File: config.mk
export PLATFORM = sky130hd
export DESIGN_NAME = obi_avalon_arbiter
export DESIGN_NICKNAME = d
export VERILOG_FILES = /design/src/rtl/obi_avalon_arbiter_pkg.sv /design/src/rtl/obi_avalon_arbiter_picker.sv /design/src/rtl/obi_avalon_arbiter.sv
export SDC_FILE = /design/constraint.sdc
export NUM_CORES = 1
export LEC_CHECK = 0
export ABC_CLOCK_PERIOD_IN_PS = 2200
export BUFFER_PORTS_ARGS = -buffer_cell sky130_fd_sc_hd__buf_2
export CORE_ASPECT_RATIO = 0.5
export CORE_UTILIZATION = 30
export DETAILED_ROUTE_END_ITERATION = 12
export MAX_ROUTING_LAYER = met4
export PLACE_DENSITY_LB_ADDON = 0.15
export SLEW_MARGIN = 20
export SYNTH_ARGS = -nofsm -noshare
export SYNTH_HDL_FRONTEND = slang
export SYNTH_SLANG_ARGS = --single-unit
File: constraint.sdc
create_clock -name clk_i -period 2.2 [get_ports clk_i]
set_input_delay 0.33 -clock clk_i [delete_from_list [all_inputs] [get_ports clk_i]]
set_output_delay 0.33 -clock clk_i [all_outputs]
set_load 0.02 [all_outputs]
File: src/rtl/obi_avalon_arbiter_pkg.sv
// Shared types and byte-lane helpers for the OBI-to-Avalon arbiter.
// Byte-lane reordering is sized for the widest supported word.
package obi_avalon_arbiter_pkg;

   typedef enum logic [1:0] {
      IDLE  = 2'd0,
      CMD   = 2'd1,
      RDATA = 2'd2
   } arb_state_e;

   localparam int unsigned ByteWidth       = 8;
   localparam int unsigned MaxBytesPerWord = 32;
   localparam int unsigned MaxDataWidth    = MaxBytesPerWord * ByteWidth;

   // Byte i of the low nbytes lanes moves to lane nbytes-1-i; upper lanes read as zero.
   function automatic logic [MaxDataWidth-1:0] byte_swap(input logic [MaxDataWidth-1:0] d,
                                                         input int unsigned nbytes);
      logic [MaxDataWidth-1:0] r;
      r = '0;
      for (int unsigned i = 0; i < MaxBytesPerWord; i++) begin
         if (i < nbytes) begin
            r[i*ByteWidth +: ByteWidth] = d[(nbytes-1-i)*ByteWidth +: ByteWidth];
         end
      end
      return r;
   endfunction

   function automatic logic [MaxBytesPerWord-1:0] be_reverse(input logic [MaxBytesPerWord-1:0] be,
                                                             input int unsigned nbytes);
      logic [MaxBytesPerWord-1:0] r;
      r = '0;
      for (int unsigned i = 0; i < MaxBytesPerWord; i++) begin
         if (i < nbytes) begin
            r[i] = be[nbytes-1-i];
         end
      end
      return r;
   endfunction

endpackage

File: src/rtl/obi_avalon_arbiter_picker.sv
// Request picker: fixed lowest-index priority, or round-robin search
// starting one past the last winner.
module rr_priority_picker #(
   parameter int unsigned NumPorts   = 2,
   parameter bit          RoundRobin = 1'b1,
   localparam int unsigned PtrW      = (NumPorts > 1) ? $clog2(NumPorts) : 1
) (
   input  logic [NumPorts-1:0] req_i,
   input  logic [PtrW-1:0]     ptr_i,
   output logic [NumPorts-1:0] winner_o,
   output logic [PtrW-1:0]     idx_o
);

   int unsigned     cand;
   logic [PtrW-1:0] cand_idx;
   logic            found;

   always_comb begin
      winner_o = '0;
      idx_o    = '0;
      found    = 1'b0;
      cand     = 0;
      cand_idx = '0;
      for (int unsigned k = 0; k < NumPorts; k++) begin
         cand     = RoundRobin ? (32'(ptr_i) + 1 + k) % NumPorts : k;
         cand_idx = PtrW'(cand);
         if (!found && req_i[cand_idx]) begin
            found              = 1'b1;
            idx_o              = cand_idx;
            winner_o[cand_idx] = 1'b1;
         end
      end
   end

endmodule

File: src/rtl/obi_avalon_arbiter.sv
// N-port req/gnt/rvalid arbiter onto a single Avalon-MM host, one
// transaction outstanding, optional per-port byte-lane swap.
module obi_avalon_arbiter
   import obi_avalon_arbiter_pkg::*;
#(
   parameter int unsigned         NumPorts   = 2,
   parameter int unsigned         AddrWidth  = 32,
   parameter int unsigned         DataWidth  = 32,
   parameter int unsigned         AddrShift  = 2,
   parameter bit                  RoundRobin = 1'b1,
   parameter logic [NumPorts-1:0] SwapMask   = '0
) (
   input  logic                              clk_i,
   input  logic                              rst_ni,
   input  logic [NumPorts-1:0]               req_i,
   input  logic [NumPorts-1:0]               we_i,
   input  logic [NumPorts*DataWidth/8-1:0]   be_i,
   input  logic [NumPorts*AddrWidth-1:0]     addr_i,
   input  logic [NumPorts*DataWidth-1:0]     wdata_i,
   output logic [NumPorts-1:0]               gnt_o,
   output logic [NumPorts-1:0]               rvalid_o,
   output logic [DataWidth-1:0]              rdata_o,
   output logic [AddrWidth-1:0]              avm_address_o,
   output logic                              avm_read_o,
   output logic                              avm_write_o,
   output logic [DataWidth/8-1:0]            avm_byteenable_o,
   output logic [DataWidth-1:0]              avm_writedata_o,
   input  logic                              avm_waitrequest_i,
   input  logic [DataWidth-1:0]              avm_readdata_i,
   input  logic                              avm_readdatavalid_i,
   output logic                              busy_o,
   output logic                              err_o
);

   localparam int unsigned BytesPerWord = DataWidth / ByteWidth;
   localparam int unsigned PtrW         = (NumPorts > 1) ? $clog2(NumPorts) : 1;

   arb_state_e             state_q, state_d;
   logic [PtrW-1:0]        ptr_q, owner_q, win_idx;
   logic [NumPorts-1:0]    win_oh, rvalid_q, rvalid_d;
   logic                   grant, we_q, err_q, sel_swap;
   logic [BytesPerWord-1:0] be_q, sel_be, be_cap;
   logic [DataWidth-1:0]   wdata_q, sel_wdata, wdata_cap, rdata_q, rdata_cap;
   logic [AddrWidth-1:0]   addr_q, sel_addr;
   logic [MaxBytesPerWord-1:0] be_sw;
   logic [MaxDataWidth-1:0]    wdata_sw, rdata_sw;

   rr_priority_picker #(
      .NumPorts   (NumPorts),
      .RoundRobin (RoundRobin)
   ) u_picker (
      .req_i    (req_i),
      .ptr_i    (ptr_q),
      .winner_o (win_oh),
      .idx_o    (win_idx)
   );

   // Winner's request fields, byte-swapped before capture when its SwapMask bit is set.
   always_comb begin
      sel_be    = be_i[32'(win_idx)*BytesPerWord +: BytesPerWord];
      sel_wdata = wdata_i[32'(win_idx)*DataWidth +: DataWidth];
      sel_addr  = addr_i[32'(win_idx)*AddrWidth +: AddrWidth];
      sel_swap  = SwapMask[win_idx];
      be_sw     = be_reverse(MaxBytesPerWord'(sel_be), BytesPerWord);
      wdata_sw  = byte_swap(MaxDataWidth'(sel_wdata), BytesPerWord);
      be_cap    = sel_swap ? be_sw[BytesPerWord-1:0] : sel_be;
      wdata_cap = sel_swap ? wdata_sw[DataWidth-1:0] : sel_wdata;
      rdata_sw  = byte_swap(MaxDataWidth'(avm_readdata_i), BytesPerWord);
      rdata_cap = SwapMask[owner_q] ? rdata_sw[DataWidth-1:0] : avm_readdata_i;
   end

   always_ff @(posedge clk_i or negedge rst_ni) begin
      if (!rst_ni) begin
         state_q <= IDLE;
      end else begin
         state_q <= state_d;
      end
   end

   always_comb begin
      state_d = state_q;
      case (state_q)
         IDLE:    if (|req_i) state_d = CMD;
         CMD:     if (!avm_waitrequest_i) state_d = we_q ? IDLE : RDATA;
         RDATA:   if (avm_readdatavalid_i) state_d = IDLE;
         default: state_d = IDLE;
      endcase
   end

   always_comb begin
      grant       = (state_q == IDLE) && (|req_i);
      gnt_o       = (grant && rst_ni) ? win_oh : '0;
      avm_read_o  = (state_q == CMD) && !we_q;
      avm_write_o = (state_q == CMD) && we_q;
      busy_o      = (state_q != IDLE);
      rvalid_d    = '0;
      if ((state_q == CMD) && !avm_waitrequest_i && we_q) rvalid_d[owner_q] = 1'b1;
      if ((state_q == RDATA) && avm_readdatavalid_i)      rvalid_d[owner_q] = 1'b1;
   end

   // Command capture, response pulse and sticky error; everything clears on reset.
   always_ff @(posedge clk_i or negedge rst_ni) begin
      if (!rst_ni) begin
         ptr_q    <= PtrW'(NumPorts - 1);
         owner_q  <= '0;
         we_q     <= 1'b0;
         be_q     <= '0;
         wdata_q  <= '0;
         addr_q   <= '0;
         rvalid_q <= '0;
         rdata_q  <= '0;
         err_q    <= 1'b0;
      end else begin
         if (grant) begin
            owner_q <= win_idx;
            we_q    <= we_i[win_idx];
            be_q    <= be_cap;
            wdata_q <= wdata_cap;
            addr_q  <= sel_addr >> AddrShift;
            if (RoundRobin) ptr_q <= win_idx;
         end
         rvalid_q <= rvalid_d;
         if ((state_q == RDATA) && avm_readdatavalid_i) rdata_q <= rdata_cap;
         if ((state_q != RDATA) && avm_readdatavalid_i) err_q <= 1'b1;
      end
   end

   assign rvalid_o         = rvalid_q;
   assign rdata_o          = rdata_q;
   assign avm_address_o    = addr_q;
   assign avm_byteenable_o = be_q;
   assign avm_writedata_o  = wdata_q;
   assign err_o            = err_q;

endmodule

-- Word-level counts from Yosys, hierarchy flattened
Cells that the tools add are included.
- mux-type cells: 30
- reduce and logical (&&, ||, !) cells: 19
- shift operators: 3
- bitwise gates (word level): 2
- eq/ne operators: 6
- $add $sub $neg: 2
- $lt $le $gt $ge: 7
- operators with widths (kind ; number):
    variable part select 64 x 7 -> 32 bit ; 2
    2-to-1 mux 32 bit ; 2
    2-to-1 mux 2 bit ; 9
    2-to-1 mux 1 bit ; 14
    logical AND 1 bit ; 12
    < comparator 1 x 2 -> 1 bit, second input constant ; 4
    != test 2 bit, second input constant ; 4
    variable part select 8 x 4 -> 4 bit ; 1
    one-hot mux 2 bit (3 select lines) ; 1
    2-to-1 mux 4 bit ; 1
    OR 2 bit ; 2
    demux 1 bit (select 1 bit) ; 3
    >= comparator 1 bit, second input constant ; 3
    zero test 1 bit ; 3
    AND reduction 3 bit ; 1
    adder 1 bit, second input constant ; 2
    == test 2 x 1 -> 1 bit, second input constant ; 1
    == test 2 bit, second input constant ; 1
    zero test 2 bit ; 1
    nonzero test 2 bit ; 1
    OR reduction 2 bit ; 1
- input port bits: 176
- register bits: 106
- output and inout bits: 108

-- Depth between registers and ports, before layout
Gate-level depths: netlist (run 1).
- word-level depth: 10
- depth in mapped cells: 7
- depth with buffers taken out: 3

-- Hierarchy
A second synthesis (run 1) with hierarchy kept.
- cells, all modules: 317
- area, all modules: 5182.5 um^2
- modules (own cells, without submodules) (module ; area each (um^2) ; cells each ; times used ; seq. area each (um^2)):
    obi_avalon_arbiter ; 5156.2 ; 313 ; 1 ; 2653.8
    rr_priority_picker ; 26.3 ; 4 ; 1 ; 0.0

-- Worst setup path before layout (run 1)
No wires, ideal clock.
- path type: reg-to-output
- start point: register state_q[1]
- end point: output gnt_o[0]
- path slack: 0.518 ns
- path buffers: 2
- stages on the path, launching flop included: 5
- data required time: 1.870 ns
- arrival time: 1.352 ns
- cells stage by stage: dfrtp_1 nor2_1 buf_2 buf_1 o2111a_1
- longest elaborated chain between the ends: 4
- ends and longest elaborated chain (item ; line ; source):
    start, declared ; obi_avalon_arbiter.sv:38 ; arb_state_e state_q, state_d;
    start signal, assigned ; obi_avalon_arbiter.sv:76 ; state_q <= state_d;
    zero test 2 bit ; obi_avalon_arbiter.sv:91 ; grant = (state_q == IDLE) && (|req_i);
    logical AND 1 bit ; obi_avalon_arbiter.sv:91 ;
    logical AND 1 bit ; obi_avalon_arbiter.sv:92 ; gnt_o = (grant && rst_ni) ? win_oh : '0;
    2-to-1 mux 2 bit ; obi_avalon_arbiter.sv:92 ;
    end, declared ; obi_avalon_arbiter.sv:20 ; output logic [NumPorts-1:0] gnt_o,
Every way passes these cells.

-- Worst setup path after layout (run 1)
- start point: register state_q[1]
- end point: output gnt_o[1]
Same word-level chain as after synthesis.

==> results of run 1 <==
[critical path, cell delays in order, from the launching register on]
cell	delay [ns]
dfrtp_1	0.48
nor2_4	0.20
buf_12	0.25
and3_1	0.23
buf_2	0.20
[layout make-up]
cell class	count	share of cell area, %
well taps	204	3.80
flip-flops and latches	106	39.5
clock buffers	9	3.36
inverters	2	0.112
clock inverters	5	0.951
multi-input cells	326	29.2
diodes	3	0.112
repair buffers	292	22.9
[cell usage in the layout, fill, tap and decap left out, drive strengths merged, types with 2 or more instances in the layout]
cell    instances
buf           292
nand2         136
dfrtp         105
a21oi          68
a31oi          68
mux2           32
clkbuf          9
inv             4
diode           3
nand3b          3
conb            2
nor2            2
[metrics by stage]
stage / cell area (µm²) / power, µW / cells / worst slack [ns]
CTS: 6700 / 10000 / 944 / 0.0787
finish: 6710 / 9890 / 947 / 0.0737
detailed placement: 6410 / 8370 / 930 / 0.477
global placement: 6410 / 8300 / 930 / 0.500
floorplan: 4830 / 6640 / 477 / 0.518
global route: 6710 / 10600 / 946 / 0.0162
[power groups by stage]
stage	registers, µW	logic [µW]	clock network, µW
detailed placement	3430	4940	0
finish	3400	4850	1640
global route	3550	5260	1760
CTS	3420	4930	1700
floorplan	4550	2090	0
global placement	3420	4880	0
[per-layer routing]
metal	vias up	wire [µm]	GRT usage [%]
met3	24	725	4.57
met2	141	6990	29.0
met1	2157	6470	22.7
met4	0	316	5.65
li1	2177	-	-
met5	-	0	-
[worst max-delay path by stage]
stage / from / to / slack (ns) / cells past startpoint
after floorplan: state_q[1]$_DFFE_PN0P_ / gnt_o[0] / 0.52 / 4
after global placement: state_q[1]$_DFFE_PN0P_ / gnt_o[1] / 0.50 / 4
after detailed placement: state_q[1]$_DFFE_PN0P_ / gnt_o[1] / 0.48 / 4
after CTS: state_q[1]$_DFFE_PN0P_ / gnt_o[1] / 0.08 / 4
after global routing: state_q[1]$_DFFE_PN0P_ / gnt_o[1] / 0.02 / 4
final: state_q[1]$_DFFE_PN0P_ / gnt_o[1] / 0.07 / 4
[cell families after synthesis]
group | Yosys count
flip-flops | 106
multiplexers | 32
AND/OR/NAND/NOR | 149
AO/OA/AOI/OAI | 143
buffers and inverters | 45
other | 1
[state kept, by name, indices dropped and copies added (netlist names)]
name,count
avm_address_o,30
avm_writedata_o,32
rdata_o,32
we_q,1
err_o,1
ptr_q,1
owner_q,1
avm_byteenable_o,4
rvalid_o,2
state_q,2
==> out/metrics.csv, run 1 <==
stage,metric,value,unit
run_status,outcome,"finished, final reports clean",
cts,postCtsSetupRepairBufs,0,
place,placement.io_buffers,277,
setup_path,cp-end-kind,output pin,
logic_synthesis,synth_fa_ha_area_share,0,%
sta,slew_headroom,54.3,%
detailed_routing,drt_pass1_iterations,4,
detailed_routing,routed_wl,14.5,mm
cells_and_area,drive_gt1_share,48.0,%
logic_synthesis,yosysTopAreaCellShare,54.5,%
global_route,grt.total_usage,18.1,%
cts,clk_path_buf_depth,2,
detailed_routing,drtIter0Drc,220,
logic_synthesis,muxShareOfSynthArea,7.47,%
cts,root_buffer,clkbuf_16,
power_and_ir_drop,swShare,43.2,%
logic_synthesis,synth_area_leaders,"dfrtp_1, nand2_1, a31oi_1",
sta,period_needed,2.13,ns
logic_synthesis,ys_types,32,
place,gp_congestion,0.769,
power_and_ir_drop,p_seq_share,34.4,%
floorplan,die-area,0.0166,mm²
logic_synthesis,synth_compound_area_share,20.2,%
setup_path,cp.required,1.87,ns
logic_synthesis,avgSynthCellArea,10.1,µm²
global_route,grt_first_pass_wirelength,22.9,mm
logic_synthesis,yosys.area_share.simple,12.4,%
cts,clkSinkCount,106,
sta,skew,0.00740,ns
floorplan,core_area,0.0156,mm²
power_and_ir_drop,power.switching,4270,µW
cts,clkTransAtPathRegs,0.08,ns
worst_hold_path,hp-class,primary input to asynchronous set/reset pin,
logic_synthesis,synth_flop_cell,dfrtp_1,
place,dp_hpwl,10.2,mm
logic_synthesis,yosysSeqAreaShare,55.0,%
logic_synthesis,yosysWarnings,0,
power_and_ir_drop,p_clk_share,16.5,%
cts,ctsHoldBuffers,0,
cells_and_area,regArea,0.00265,mm²
sta,setup_viol,0,
setup_path,r2r_slack,0.62,ns
cells_and_area,syn2layout_area_growth,39.1,%
setup_path,crit_type,register to output pin,
global_route,gr-total-overflow,0,
sta,rsz0062_at_grt,false,
cts,numCtsBuffers,9,
sta,fin_tns_setup,0,ns
cts,clock_latency,0.35,ns
detailed_routing,antenna_left,0,
sta,period_share,96.6,%
logic_synthesis,syn_inst,476,
sta,max_freq,470,MHz
power_and_ir_drop,leakage,0.00328,µW
detailed_routing,wl_per_cell,15.3,µm
floorplan,die_x,181,µm
sta,finalHoldViolations,0,
power_and_ir_drop,p_per_area,1470,mW/mm²
logic_synthesis,synth_common_cells,"nand2_1, dfrtp_1, a21oi_1",
setup_path,worst-r2r-cell-count,4,
cts,cts_tree,built,
setup_path,r2r-start,state_q[1]$_DFFE_PN0P_,
power_and_ir_drop,ir_worst_vdd,0.000435,V
global_route,grt_max_degree,59,
detailed_routing,vias,4499,
floorplan,num_rows,32,
cells_and_area,fin_nets,913,
cells_and_area,multi_input_area,0.00196,mm²
setup_path,worstPathMaxFanout,58,
cts,post_cts_resized,0,
cells_and_area,fillerInstances,1597,
logic_synthesis,synthXorXnorAreaFrac,0,%
setup_path,cp-start-kind,register,
power_and_ir_drop,power.internal,5620,µW
power_and_ir_drop,combPwrFrac,49.1,%
floorplan,ios,284,
cells_and_area,fin_util,43.1,%
sta,drv_slew,0,
setup_path,timing.rr.end,avm_byteenable_o[0]$_DFFE_PN0P_,
logic_synthesis,async_reset_ff_share,100,%
cts,cts_max_level,3,
sta,whs,0.0235,ns
floorplan,fp.dieH,91.7,µm
flow_run,cap_violations,0,
global_route,grt_pass1_vias,4417,
global_route,antenna_found_initial,2,
logic_synthesis,synth_top_family_by_area,compound AO/OA/AOI/OAI gates,
logic_synthesis,ys_ff_latch,106,
floorplan,start_util,31.0,%
setup_path,worst_ep_arrival_time,1.80,ns
logic_synthesis,netlist_area,0.00482,mm²
logic_synthesis,yosysMostFrequentCell,nand2_1,
sta,worst_pin_slew,0.685,ns
detailed_routing,post_drt_via_cell_ratio,4.75,
logic_synthesis,synth_top_area_cell,dfrtp_1,
detailed_routing,drcViolationCount,0,
logic_synthesis,synth_edf_count,0,
(Power assumes the default switching activity.)
==> run 2: changes to the inputs <==
==> constraint.sdc (replaced) <==
create_clock -name clk_i -period 2.2 [get_ports clk_i]
set_input_delay 0.55 -clock clk_i [delete_from_list [all_inputs] [get_ports clk_i]]
set_output_delay 0.55 -clock clk_i [all_outputs]
set_load 0.02 [all_outputs]
==> run 2 against run 1 <==
- highest routed layer unchanged
- largest power group unchanged
- critical path type unchanged
- cell area is 0.35% higher
- first-iteration DRC count up 9.5%
- fmax rose by 0.34%
- flip-flop and latch count is the same
==> out/metrics.csv, run 2 (same netlist as run 1, synthesis figures left out) <==
stage,metric,value,unit
run_status,outcome,"finished, final reports clean",
detailed_routing,drt_pass1_iterations,4,
global_route,grt_pass1_vias,4367,
setup_path,path_cells,nor2_4 > and3_1 > buf_2,
sta,setup_viol,0,
flow_run,cap_violations,0,
detailed_routing,post_drt_via_cell_ratio,4.76,
cells_and_area,fin_util,43.2,%
floorplan,fp.dieH,91.7,µm
setup_path,worst_ep_arrival_time,1.57,ns
setup_path,crit_buf_inv,1,
cts,cts_max_level,3,
setup_path,slowest_delay,0.48,ns
cells_and_area,fin_nets,911,
setup_path,cp_top_family,simple AND/OR/NAND/NOR gates,
power_and_ir_drop,p_per_area,1490,mW/mm²
global_route,grt_first_pass_wirelength,22.7,mm
floorplan,num_rows,32,
cts,clkSinkCount,106,
power_and_ir_drop,leakage,0.00329,µW
worst_hold_path,hp-class,primary input to asynchronous set/reset pin,
detailed_routing,wl_per_cell,15.2,µm
global_route,gr-total-overflow,0,
cts,postCtsSetupRepairBufs,0,
floorplan,ios,284,
sta,slew_headroom,48.0,%
cts,root_buffer,clkbuf_16,
cts,cts_tree,built,
sta,rsz0062_at_grt,false,
setup_path,cp-start-kind,register,
setup_path,cp-end-kind,output pin,
cells_and_area,final_cell_mix,"buf_2, nand2_1, dfrtp_1",
power_and_ir_drop,p_clk_share,17.7,%
cts,clk_path_buf_depth,2,
power_and_ir_drop,power.internal,5730,µW
sta,whs,0.230,ns
power_and_ir_drop,p_seq_share,34.1,%
detailed_routing,vias,4505,
power_and_ir_drop,combPwrFrac,48.2,%
setup_path,crit_slowest_cell,dfrtp_1,
power_and_ir_drop,swShare,42.8,%
floorplan,core_area,0.0156,mm²
power_and_ir_drop,ir_worst_vdd,0.000480,V
sta,max_freq,472,MHz
sta,period_share,96.3,%
place,dp_hpwl,9.91,mm
setup_path,worst-path-stages,3,
sta,period_needed,2.12,ns
cts,clkTransAtPathRegs,0.08,ns
place,placement.io_buffers,277,
setup_path,cp.required,1.65,ns
global_route,antenna_found_initial,1,
setup_path,crit_type,register to output pin,
setup_path,r2r-start,state_q[1]$_DFFE_PN0P_,
power_and_ir_drop,power.switching,4280,µW
cells_and_area,syn2layout_area_growth,39.6,%
cts,clock_latency,0.34,ns
place,gp_congestion,0.731,
detailed_routing,drtIter0Drc,241,
setup_path,cp-startpoint,state_q[1]$_DFFE_PN0P_,
floorplan,die_x,181,µm
sta,drv_slew,0,
floorplan,start_util,31.0,%
detailed_routing,antenna_left,0,
cells_and_area,drive_gt1_share,47.8,%
setup_path,worst-r2r-cell-count,4,
detailed_routing,drcViolationCount,0,
setup_path,worstPathMaxFanout,8,
sta,fin_tns_setup,0,ns
sta,worst_pin_slew,0.781,ns
cts,numCtsBuffers,9,
global_route,grt_max_degree,69,
sta,skew,0.0108,ns
floorplan,die-area,0.0166,mm²
cells_and_area,final_common_cell,buf_2,
detailed_routing,routed_wl,14.4,mm
global_route,grt.total_usage,17.9,%
sta,finalHoldViolations,0,
-- run 2: power groups by stage --
stage          Combinational [µW]  Sequential [µW]  Clock (µW)
5_1_grt                      5230             3540        1940
4_1_cts                      4870             3420        1840
6_report                     4820             3420        1770
2_1_floorplan                2090             4550           0
3_3_place_gp                 4840             3420           0
3_5_place_dp                 4880             3450           0
-- run 2: path summary, 6_finish.rpt --
check / end / slack, ns
max reg2reg: avm_writedata_o[2]$_DFFE_PN0P_ / 0.46
min in group clk_i: state_q[1]$_DFFE_PN0P_ / 0.43
max in group asynchronous: avm_address_o[26]$_DFFE_PN0P_ / 0.91
max: gnt_o[1] / 0.08
min reg2reg: rvalid_o[0]$_DFF_PN0_ / 0.46
min: avm_byteenable_o[2]$_DFFE_PN0P_ / 0.23
-- run 2: stage by stage --
| stage | power (µW) | instances | setup WS (ns) | area (µm²) |
|---|---|---|---|---|
| 3_3_place_gp | 8260 | 928 | 0.208 | 6400 |
| 4_1_cts | 10100 | 944 | 0.0260 | 6730 |
| 6_report | 10000 | 946 | 0.0810 | 6740 |
| 3_5_place_dp | 8330 | 928 | 0.208 | 6400 |
| 2_1_floorplan | 6640 | 477 | 0.156 | 4830 |
| 5_1_grt | 10700 | 945 | 0.000433 | 6730 |
-- run 2: per-layer routing --
layer	vias up	GRT usage, %	part of all wire (%)
li1	2170	-	-
met1	2163	22.1	44
met2	157	30.0	49
met3	15	3.61	4.8
met4	0	4.94	1.6
met5	-	-	0
-- run 2: repair_timing --
| item | 4_1_cts | 5_1_grt |
|---|---|---|
| resized for setup | 0 | 1 |
| hold buffers | 0 | 0 |
| setup endpoints to repair | 0 | 1 |
-- run 2: cell type report --
type                       count  area, µm²
antenna                        2       5.00
clock buffer                  10        229
clock inverter                 6       97.6
fill                        1609       8840
inverter                       2       7.51
multi-input combinational    326       1960
sequential                   106       2650
tap                          204        255
timing repair buffer         290       1530
==> run 3: changes to the inputs <==
- CTS_BUF_LIST: default -> sky130_fd_sc_hd__clkbuf_4
- HOLD_SLACK_MARGIN: default -> 0.02
==> run 3 against run 2 <==
- wire length increased by 0.85%
- non-clock buffer count grew 5
- highest routed layer unchanged
- combinational power increased by 4%
- clock power shrank 33%
- register-to-register slack got worse by 0.10 ns
- flip-flop and latch count stayed put
- cell area is 1.2% lower
- largest power group unchanged
- total power down 4.3%
==> out/metrics.csv, run 3 (same netlist as run 1, synthesis figures left out) <==
stage,metric,value,unit
setup_path,worstPathMaxFanout,5,
detailed_routing,antenna_left,0,
sta,max_freq,473,MHz
detailed_routing,post_drt_via_cell_ratio,4.74,
detailed_routing,wl_per_cell,15.3,µm
global_route,grt.total_usage,18.0,%
place,placement.io_buffers,277,
cts,clkSinkCount,106,
global_route,grt_first_pass_wirelength,22.7,mm
run_status,outcome,"finished, final reports clean",
setup_path,cp-end-kind,output pin,
cells_and_area,fillerInstances,1615,
global_route,gr-total-overflow,0,
sta,whs,0.0936,ns
setup_path,slowest_delay,0.47,ns
cells_and_area,stdcell_area,0.00666,mm²
detailed_routing,routed_wl,14.5,mm
sta,worst_pin_slew,0.778,ns
detailed_routing,drt_pass1_iterations,4,
cts,clkTransAtPathRegs,0.18,ns
cells_and_area,fin_nets,916,
cts,cts_max_level,3,
cells_and_area,multi_input_area,0.00196,mm²
place,dp.cells,928,
floorplan,core_area,0.0156,mm²
cts,clk_path_buf_depth,2,
global_route,grt_pass1_vias,4378,
cells_and_area,fin_util,42.7,%
power_and_ir_drop,ir_worst_vdd,0.000468,V
sta,setup_viol,0,
setup_path,worst_ep_arrival_time,1.56,ns
setup_path,path_cells,nor2_4 > and3_4 > buf_4,
cts,numCtsBuffers,9,
setup_path,crit_slowest_cell,dfrtp_2,
floorplan,die-area,0.0166,mm²
sta,period_share,96.1,%
place,gp_congestion,0.731,
setup_path,cp-start-kind,register,
detailed_routing,drcViolationCount,0,
sta,drv_slew,0,
cells_and_area,drive_gt1_share,48.7,%
cells_and_area,regArea,0.00266,mm²
sta,finalHoldViolations,0,
global_route,antenna_found_initial,2,
floorplan,fp.dieH,91.7,µm
flow_run,cap_violations,0,
place,placed_area,0.00640,mm²
floorplan,ios,284,
setup_path,crit_type,register to output pin,
sta,period_needed,2.11,ns
detailed_routing,drtIter0Drc,235,
sta,slew_headroom,48.1,%
floorplan,die_x,181,µm
power_and_ir_drop,leakage,0.00326,µW
setup_path,cp.required,1.65,ns
cells_and_area,final_cell_mix,"buf_2, nand2_1, dfrtp_1",
cts,ctsHoldBuffers,0,
cells_and_area,syn2layout_area_growth,38.0,%
power_and_ir_drop,p_per_area,1440,mW/mm²
worst_hold_path,hp-class,primary input to asynchronous set/reset pin,
cts,clock_latency,0.46,ns
place,dp_hpwl,9.91,mm
floorplan,num_rows,32,
floorplan,start_util,31.0,%
detailed_routing,vias,4516,
global_route,grt_max_degree,69,
place,pre_cts_ws,0.208,ns
cells_and_area,final_common_cell,buf_2,
cts,root_buffer,clkbuf_4,
cts,cts_tree,built,
sta,skew,0.0292,ns
cells_and_area,instances_no_fill,952,
sta,timing.final.ws_setup,0.0856,ns
-- run 3: what timing repair did --
action | in CTS | in global routing
gates resized for setup | 5 | 3
cloned | 0 | 1
pin swaps | 1 | 2
setup buffers | 3 | 1
endpoints found under the setup margin | 3 | 2
-- run 3: power by group --
part	internal, µW	switching [µW]	total (µW)
logic	1920	3090	5010
registers	2910	485	3390
clock network	491	689	1180
total	5320	4260	9580
-- run 3: final timing paths --
path	start	end	slack (ns)	depth (start not counted)
setup / recovery	state_q[1]$_DFFE_PN0P_	gnt_o[1]	0.09	3
hold / removal	rst_ni	avm_address_o[20]$_DFFE_PN0P_	0.09	2
setup reg to reg	state_q[1]$_DFFE_PN0P_	avm_writedata_o[2]$_DFFE_PN0P_	0.36	5
hold reg to reg	owner_q$_DFFE_PN0P_	rvalid_o[0]$_DFF_PN0_	0.48	1
max in group asynchronous	rst_ni	state_q[1]$_DFFE_PN0P_	1.04	3
min in group clk_i	avm_readdatavalid_i	state_q[1]$_DFFE_PN0P_	0.29	2
-- run 3: critical path, delay by kind of cell, from the launching register on --
| family | cells | cell delay (ns) |
|---|---|---|
| buf+inv | 1 | 0.15 |
| flops | 1 | 0.47 |
| simple gates | 2 | 0.49 |
-- run 3: final cells by class --
class	count	share of cell area, %
antenna	3	0.113
clock buffer	10	1.13
clock inverter	6	1.47
inverter	2	0.113
multi-input combinational	326	29.5
sequential	106	39.9
tap	204	3.83
timing repair buffer	295	23.9
-- run 3: per-stage QoR --
stage	setup TNS [ns]	power (µW)
2_1_floorplan	0	6640
6_report	0	9580
5_1_grt	-0.0160	10300
3_3_place_gp	0	8260
4_1_cts	0	9610
3_5_place_dp	0	8330
-- run 3: per-layer routing --
metal / share of wire (%) / track usage [%] / routed length (µm)
met5: 0 / - / 0
met3: 4.8 / 3.73 / 703
met1: 45 / 22.3 / 6530
met2: 49 / 30.0 / 7090
met4: 1.5 / 5.37 / 218
